[config.mk]
export PLATFORM = sky130hd
export DESIGN_NAME = alu_seg_display
export DESIGN_NICKNAME = d
export VERILOG_FILES = /design/src/rtl/alu_seg_display.sv
export SDC_FILE = /design/constraint.sdc
export NUM_CORES = 1
export LEC_CHECK = 0
export CORE_UTILIZATION = 55
export CTS_CLUSTER_DIAMETER = 200
export DETAILED_ROUTE_END_ITERATION = 8
export PLACE_DENSITY = 0.85
export SLEW_MARGIN = 20
export SYNTH_ARGS = -nofsm -noshare
export SYNTH_HDL_FRONTEND = slang
export SYNTH_SLANG_ARGS = --single-unit
export TNS_END_PERCENT = 1
[constraint.sdc]
create_clock -name clk -period 18.7 [get_ports clk]
set_input_delay 5.61 -clock clk [delete_from_list [all_inputs] [get_ports clk]]
set_output_delay 5.61 -clock clk [all_outputs]
set_load 0.005 [all_outputs]
[src/rtl/alu_seg_display.sv]
// 4-bit calculator ALU with a registered result/flag word and a multiplexed common-anode 7-segment driver.
// Define ALU_DIV_EN to include the divide operation; without it the arif bit3 selector decodes as no-op.
module alu_seg_display #(
  parameter int REG_W       = 4,
  parameter int OP_W        = 4,
  parameter int KEY_W       = 2,
  parameter int ANODES      = 4,
  parameter int SEG_W       = 8,
  parameter int REFRESH_DIV = 16
) (
  input  logic              clk,
  input  logic              rst,
  input  logic [REG_W-1:0]  reg_1,
  input  logic [REG_W-1:0]  reg_2,
  input  logic [OP_W-1:0]   arif,
  input  logic [REG_W-1:0]  ind_from_sw,
  input  logic [KEY_W-1:0]  keys,
  output logic [10:0]       ind_con,
  output logic [2:0]        control,
  output logic [ANODES-1:0] anodes,
  output logic [SEG_W-1:0]  segments
);

  localparam int CNT_W = (REFRESH_DIV > 1) ? $clog2(REFRESH_DIV) : 1;
  localparam int IDX_W = (ANODES > 1) ? $clog2(ANODES) : 1;

  localparam logic [SEG_W-1:0] SEG_BLANK = '1;
  localparam logic [SEG_W-1:0] SEG_MINUS = SEG_W'(8'hBF);
  localparam logic [SEG_W-1:0] SEG_E     = SEG_W'(8'h86);
  localparam logic [SEG_W-1:0] SEG_R     = SEG_W'(8'hAF);

  typedef enum logic [2:0] {
    OP_NONE = 3'd0,
    OP_ADD  = 3'd1,
    OP_SUB  = 3'd2,
    OP_MUL  = 3'd3,
    OP_DIV  = 3'd4
  } op_t;

  op_t        op;
  logic [7:0] mag;
  logic       neg;
  logic       err;

  // Lowest-index zero bit of the active-low selector wins.
  always_comb begin
    op = OP_NONE;
    if (!arif[0])      op = OP_ADD;
    else if (!arif[1]) op = OP_SUB;
    else if (!arif[2]) op = OP_MUL;
`ifdef ALU_DIV_EN
    else if (!arif[3]) op = OP_DIV;
`endif
  end

`ifndef ALU_DIV_EN
  logic unused_div_sel;
  assign unused_div_sel = arif[3];
`endif

  always_comb begin
    mag = '0;
    neg = 1'b0;
    err = 1'b0;
    case (op)
      OP_ADD: mag = 8'(reg_1) + 8'(reg_2);
      OP_SUB: begin
        if (reg_2 > reg_1) begin
          mag = 8'(reg_2 - reg_1);
          neg = 1'b1;
        end else begin
          mag = 8'(reg_1 - reg_2);
        end
      end
      OP_MUL: mag = 8'(reg_1) * 8'(reg_2);
`ifdef ALU_DIV_EN
      OP_DIV: begin
        if (reg_2 == '0) err = 1'b1;
        else             mag = 8'(reg_1 / reg_2);
      end
`endif
      default: mag = '0;
    endcase
  end

  always_ff @(posedge clk) begin
    if (rst) begin
      ind_con <= '0;
      control <= '0;
    end else begin
      ind_con <= {op != OP_NONE, err, neg, mag};
      control <= op;
    end
  end

  // Display source: live switches while a key is held or no op is active.
  logic       show_sw;
  logic [7:0] disp_val;
  logic       disp_neg;
  logic       disp_err;
  logic [7:0] hund;
  logic [7:0] tens;
  logic [7:0] ones;

  always_comb begin
    show_sw  = !(&keys) || (control == 3'd0);
    disp_val = show_sw ? 8'(ind_from_sw) : ind_con[7:0];
    disp_neg = !show_sw && ind_con[8];
    disp_err = !show_sw && ind_con[9];
    hund     = disp_val / 8'd100;
    tens     = (disp_val / 8'd10) % 8'd10;
    ones     = disp_val % 8'd10;
  end

  function automatic logic [SEG_W-1:0] seg_code(input logic [7:0] d);
    logic [7:0] pat;
    case (d)
      8'd0:    pat = 8'hC0;
      8'd1:    pat = 8'hF9;
      8'd2:    pat = 8'hA4;
      8'd3:    pat = 8'hB0;
      8'd4:    pat = 8'h99;
      8'd5:    pat = 8'h92;
      8'd6:    pat = 8'h82;
      8'd7:    pat = 8'hF8;
      8'd8:    pat = 8'h80;
      8'd9:    pat = 8'h90;
      default: pat = 8'hFF;
    endcase
    return SEG_W'(pat);
  endfunction

  logic [CNT_W-1:0] refresh_cnt;
  logic [IDX_W-1:0] scan_idx;
  logic [SEG_W-1:0] seg_next;

  always_comb begin
    seg_next = SEG_BLANK;
    if (disp_err) begin
      case (scan_idx)
        IDX_W'(0): seg_next = SEG_R;
        IDX_W'(1): seg_next = SEG_R;
        IDX_W'(2): seg_next = SEG_E;
        default:   seg_next = SEG_BLANK;
      endcase
    end else begin
      case (scan_idx)
        IDX_W'(0): seg_next = seg_code(ones);
        IDX_W'(1): if (hund != 8'd0 || tens != 8'd0) seg_next = seg_code(tens);
        IDX_W'(2): if (hund != 8'd0) seg_next = seg_code(hund);
        IDX_W'(3): if (disp_neg) seg_next = SEG_MINUS;
        default:   seg_next = SEG_BLANK;
      endcase
    end
  end

  // Anode and segment registers load together at the counter wrap so they never disagree.
  always_ff @(posedge clk) begin
    if (rst) begin
      refresh_cnt <= '0;
      scan_idx    <= '0;
      anodes      <= '1;
      segments    <= '1;
    end else if (refresh_cnt == CNT_W'(REFRESH_DIV - 1)) begin
      refresh_cnt <= '0;
      anodes      <= ~(ANODES'(1) << scan_idx);
      segments    <= seg_next;
      scan_idx    <= (scan_idx == IDX_W'(ANODES - 1)) ? '0 : scan_idx + 1'b1;
    end else begin
      refresh_cnt <= refresh_cnt + 1'b1;
    end
  end

endmodule

### After elaboration in Yosys (flattened, before gate mapping)

Memory sizes are Yosys's and may differ from the RTL's.
Index checks and enable logic that the tools add are counted.
W data, S select, Z words.

| word-level totals | value |
|---|---|
| register bits after elaboration | 32 |
| memory bits (read-only) | 336 |
| input bits | 20 |
| output and inout bits | 26 |
| word-level logic and storage cells | 67 |
| memories | 3 |

Memories:

| memory | words | bits a word | read ports | clocked after memory_dff | write ports | line | text |
|---|---|---|---|---|---|---|---|
| (name not given) | 16 | 7 | 1 | 0 | 0 | 117 | `case (d)` |
| (name not given) | 16 | 7 | 1 | 0 | 0 | 117 |  |
| (name not given) | 16 | 7 | 1 | 0 | 0 | 117 |  |

| operators by class | value |
|---|---|
| $add $sub $neg | 5 |
| $mul | 1 |
| divide/modulo/power cells | 4 |
| order comparisons | 1 |
| eq/ne operators | 7 |
| shifts and indexed selects | 1 |
| multiplexer cells | 17 |
| bitwise operators | 2 |
| reductions and logical operators | 18 |

Operator list:

| operator | count |
|---|---|
| $mux W8 | 8 |
| $pmux W8 S4 | 1 |
| $pmux W8 S3 | 1 |
| $mod A8 B4 Y8 const B | 2 |
| $reduce_bool A8 Y1 | 2 |
| $pmux W7 S2 | 1 |
| $logic_not A4 Y1 | 3 |
| $sub A4 B4 Y5 | 2 |
| $div A8 B4 Y8 const B | 1 |
| $div A8 B7 Y8 const B | 1 |
| $mul A4 B4 Y8 | 1 |
| $mux W2 | 4 |
| $mux W7 | 1 |
| $eq A3 B2 Y1 const B | 2 |
| $reduce_or A2 Y1 | 3 |
| $add A4 B4 Y5 | 1 |
| $add A4 B1 Y4 const B | 1 |
| $eq A2 B2 Y1 const B | 2 |
| $eq A4 B4 Y1 const B | 1 |
| $gt A4 B4 Y1 | 1 |
| $not A4 Y4 | 1 |
| $shl A1 B2 Y4 const A | 1 |
| $eq A3 B1 Y1 const B | 1 |
| $logic_not A3 Y1 | 1 |
| 10 further kinds | 13 |

### Depth between registers and ports, before layout

| depth | value |
|---|---|
| depth in word-level cells | 11 |
| mapped depth | 32 |
| depth with buffers taken out | 30 |

### Least setup slack after synthesis

Ideal clock, no wire load.

| timing path | value |
|---|---|
| path type | input -> register |
| start point | input keys[1] |
| end point | register segments[4] |
| library setup time | 134 ps |
| arrival | 11615 ps |
| data required time | 18566 ps |
| slack | 6951 ps |
| stages | 30 |
| buffers on the path | 3 |
| path through | o211a_1 -> clkbuf_1 -> clkbuf_1 -> and2_1 -> ha_1 -> and2_1 -> or4_4 -> a221o_1 -> nor4_4 -> a21oi_1 -> nor2_1 -> a21oi_1 -> ha_1 -> nor3b_1 -> mux2i_1 -> nand2_1 -> nor2_1 -> o21ai_0 -> a221oi_2 -> nand2_1 -> o21a_1 -> ha_1 -> a21oi_1 -> nor3_1 -> clkbuf_1 -> nor2_1 -> nand3_1 -> nor2_1 -> nor4_1 -> o41ai_2 |

| between the ends | value |
|---|---|
| word-level cells in the longest chain between the ends | 11 |
| elaborated cells on any way between the ends | 26 |
| classes of those cells | div (4); mux (8); reduce/logical (11); memory (3) |

Ends and longest elaborated chain:

| item | line | text |
|---|---|---|
| from (decl) | 17 | `input logic [KEY_W-1:0] keys,` |
| $reduce_and A2 Y1 (*) | 106 | `show_sw = !(&keys) \|\| (control == 3'd0);` |
| $logic_not A1 Y1 (*) | 106 |  |
| $logic_or A1 B1 Y1 (*) | 106 |  |
| $mux W8 | 107 | `disp_val = show_sw ? 8'(ind_from_sw) : ind_con[7:0];` |
| $div A8 B4 Y8 | 111 | `tens = (disp_val / 8'd10) % 8'd10;` |
| $mod A8 B4 Y8 | 111 |  |
| $mem_v2 Z16 W7, or another cell as far along | -- |  |
| $mux W8 / $logic_or A1 B1 Y1 (equally long branches) | 117, 149 |  |
| $mux W8 | 149 | `IDX_W'(1): if (hund != 8'd0 \|\| tens != 8'd0) seg_next = seg_code(tens);` |
| $pmux W8 S4 | 147 | `case (scan_idx)` |
| $mux W8 (*) | 139 | `if (disp_err) begin` |
| to (signal assigned) | 167 | `segments <= seg_next;` |
| to (decl) | 21 | `output logic [SEG_W-1:0] segments` |

Every way passes the cells marked *; elsewhere a longest branch is shown, timed or not.
A chain may end at the register's enable or synchronous reset.

### Final worst setup path

| timing path | value |
|---|---|
| start point | input keys[1] |
| end point | register segments[2] |

The elaborated chain is that of the path after synthesis.

==> results by group <==
STA
  • RSZ-0062 raised after global routing: false
  • Hold Vio Cnt, Final: 0
  • Fmax achieved: approximately 0.075 GHz
  • Setup TNS after final layout: 0 ns
  • Min cycle time layout: 13.31 ns
  • Final period util: between 70 and 80%
  • Setup Viol. Count Final: 0
  • Actual slew at the worst max-slew pin: 0.8642 ns
  • Setup Skew: 0.01297 ns
  • Max-slew violations: 0
  • Worst slew margin: roughly 42%

Die
  • Die ar.: between 8000 and 9000 um2
  • Initial Utilization: a little under three fifths
  • Width of the die: approximately 90 um
  • Cell Rows: 31
  • Die span in y: 89.52 um
  • Num ports: 46
  • Core ar.: 7331 um2

Synth
  • Ranking of synthesized cells by area: ha_1, dfxtp_1, nor2_1
  • Synthesized area: 4213 um2
  • Synth cell types: 93
  • Cell taking the most area after synthesis: ha_1
  • Synthesized netlist cell count: 541
  • Register bit total from synthesis: 29
  • Async SR Flop Fraction: 0%
  • Sequential area share after synthesis: between 10 and 15%
  • Post-synth top cells: nor2_1, ha_1, nand2_1, inv_1, a21oi_1
  • Mean Syn Cell Area: 7.787 um2
  • Yosys top cell area share: about 15%
  • Top_reg_cell synth: dfxtp_1
  • Post-synth EDFFs: 0
  • Synthesis Warnings: 0
  • Top-count cell post-synth: nor2_1

Pwr
  • Comb power frac: a little over two fifths
  • Sequential Power Share: roughly 29%
  • Sw Share: around 36%
  • Power consumption: between 0.0002 and 0.00025 W
  • Worst VDD drop: 0.04134 mV
  • Sw Pwr: approximately 0.000086 W
  • Cell-internal power: approximately 0.00015 W
  • Pwr/cell area: between 40 and 50 nW/um2
  • P_leak: between 2 and 2.5 nW
  • Clock power frac: between 20 and 30%

Outcome
  • Outcome: complete, no violations

Final layout
  • Final net count: 650
  • Ant diodes: 0
  • Post-Route Utilization: around 65%
  • Area grow syn2layout: 13.54%
  • Fin cells: around 670
  • # fillers: 630
  • Seq. cell area: 580.6 um2
  • Layout cells sized above 1: 8.217%
  • Multi-input logic area: roughly 3400 um2

CTS
  • Root buf cell: clkbuf_8
  • H-Tree Depth: 2
  • Bufs on Longest Clock Path: 2
  • Cts repair resizes: 0
  • Worst-skew pair later-pin latency: 0.29 ns
  • CTS tree: built
  • Cts hold-fix bufs: 0
  • Clock sinks: 29
  • Setup bufs post-CTS: 0
  • CTS Buf Count: 5
  • Reg clk slew, reported paths: 0.07 ns

Detailed routing
  • DRC Markers: 0
  • Final ANT Viol Nets: 0
  • Final wirelength: 10980 um
  • Via count: 4186
  • Number of iterations in the first detailed-routing pass: 5
  • Average vias per placed instance: between 6 and 7
  • DR iter-0 viols: roughly 300
  • Routed WL per cell: 16.37 um

Place
  • Port Buffers: between 40 and 50
  • Placer Congestion: 0.9835
  • Dpl hpwl: approximately 8600 um
  • DP Cell Count: between 600 and 700

Run
  • Max-cap violations: 0

Setup path
  • Setup slack, reg-to-reg: approximately 11 ns
  • Slowest Stage Delay on Critical Path: ~0.67 ns
  • Worst EP required: about 19 ns
  • Crit Path Class: input port to register
  • Worst endpoint data arrival time: about 13 ns
  • Crit path max-delay cell type: o31ai_2
  • CP max FO: 21
  • CP Capture Type: register
  • Type of origin of the critical path: input port

Global routing
  • Gr usage total: between 20 and 30%
  • First-pass GRT wire length: between 15000 and 20000 um
  • Vias in the first global route: a little under 4000
  • GRT Residual Overflow: 0
  • Antenna violations before repair: 0
  • Largest net degree at the start of global routing: 24

Worst hold path
  • Hold Crit Class: register to register
## state kept, by name (all words and copies together), names as in the netlist
register and flops:
ind_con 10, segments 7, anodes 4, refresh_cnt 4, control 2, scan_idx 2
## power by group through the flow
stage,combinational (W),clock [W],sequential (W)
6_report,0.000101,0.0000682,0.0000684
5_1_grt,0.000112,0.0000714,0.0000688
4_1_cts,0.000101,0.0000691,0.0000683
3_5_place_dp,0.0000996,0,0.0000696
3_3_place_gp,0.0000964,0,0.0000695
2_1_floorplan,0.0000748,0,0.0000678
## cell families (layout without fill, tap and decap cells)
logic type / count (synthesis) / after routing / synth area share [%]
DFF: 29 / 29 / 13.78
AOI/OAI and AO/OA: 167 / 167 / 29.64
adders and majority gates: 61 / 61 / 19.30
buffers and inverters: 67 / 97 / 6.444
and+or+nand+nor: 183 / 183 / 22.78
xor gates and xnor gates: 12 / 12 / 2.495
other: 2 / 3 / 0.1783
muxes: 20 / 20 / 5.376
## routing by layer
| metal | part of all wire, % | track usage, % | vias up |
|---|---|---|---|
| met5 | 0 | 0 | - |
| met4 | 1.4 | 7.792 | 0 |
| met3 | 5.0 | 2.216 | 16 |
| met2 | 50 | 52.05 | 148 |
| met1 | 44 | 35.39 | 1979 |
| li1 | - | - | 2043 |
## worst max-delay path, delay by kind of cell
| family | cells | cell delay, ns |
|---|---|---|
| AO/OA/AOI/OAI | 12 | 3.96 |
| multiplexers | 1 | 0.25 |
| buffers and inverters | 3 | 0.88 |
| adder cells (fa/ha/maj) | 3 | 0.73 |
| AND/OR/NAND/NOR | 10 | 2.00 |
## final timing paths
path                from          end  cells past startpoint
min          segments[0]  segments[0]                      2
min reg2reg  segments[0]  segments[0]                      2
max              keys[1]  segments[2]                     29
max reg2reg   control[1]  segments[2]                     28
## layout make-up
| class | count | share of cell area (%) |
|---|---|---|
| well taps | 99 | 2.590 |
| inverters | 46 | 3.610 |
| clock buffers | 7 | 1.805 |
| flip-flops and latches | 29 | 12.14 |
| clock inverters | 1 | 0.6278 |
| multi-input cells | 446 | 70.34 |
| repair buffers | 43 | 8.894 |
## stage by stage
stage / hold slack, ns / cell area [um2] / setup WS [ns]
floorplan: 0.4558 / 4217 / 6.951
global placement: 0.4596 / 4667 / 5.425
detailed placement: 0.4698 / 4667 / 5.267
CTS: 0.4851 / 4783 / 5.542
global route: 0.4993 / 4783 / 4.808
finish: 0.4754 / 4783 / 5.388
## layout by cell type (no fill, tap or decap), types with 5 or more instances in the layout
cell type / synthesis / layout
nand2_1: 49 / 49
clkbuf_8: 0 / 6
o211ai_1: 10 / 10
o21ai_0: 18 / 18
a31oi_1: 11 / 11
mux2i_1: 11 / 11
ha_1: 52 / 52
fa_1: 7 / 7
a21o_1: 9 / 9
dfxtp_1: 29 / 29
o21a_1: 7 / 7
a21oi_1: 38 / 38
nand3_1: 10 / 10
xnor2_1: 10 / 10
inv_1: 44 / 44
a211o_1: 6 / 6
nor3b_1: 6 / 6
and2_1: 9 / 9
nor3_1: 9 / 9
and3_1: 5 / 5
clkdlybuf4s50_1: 0 / 41
mux2_2: 6 / 6
nor2_1: 54 / 54
(Power assumes the default switching activity.)
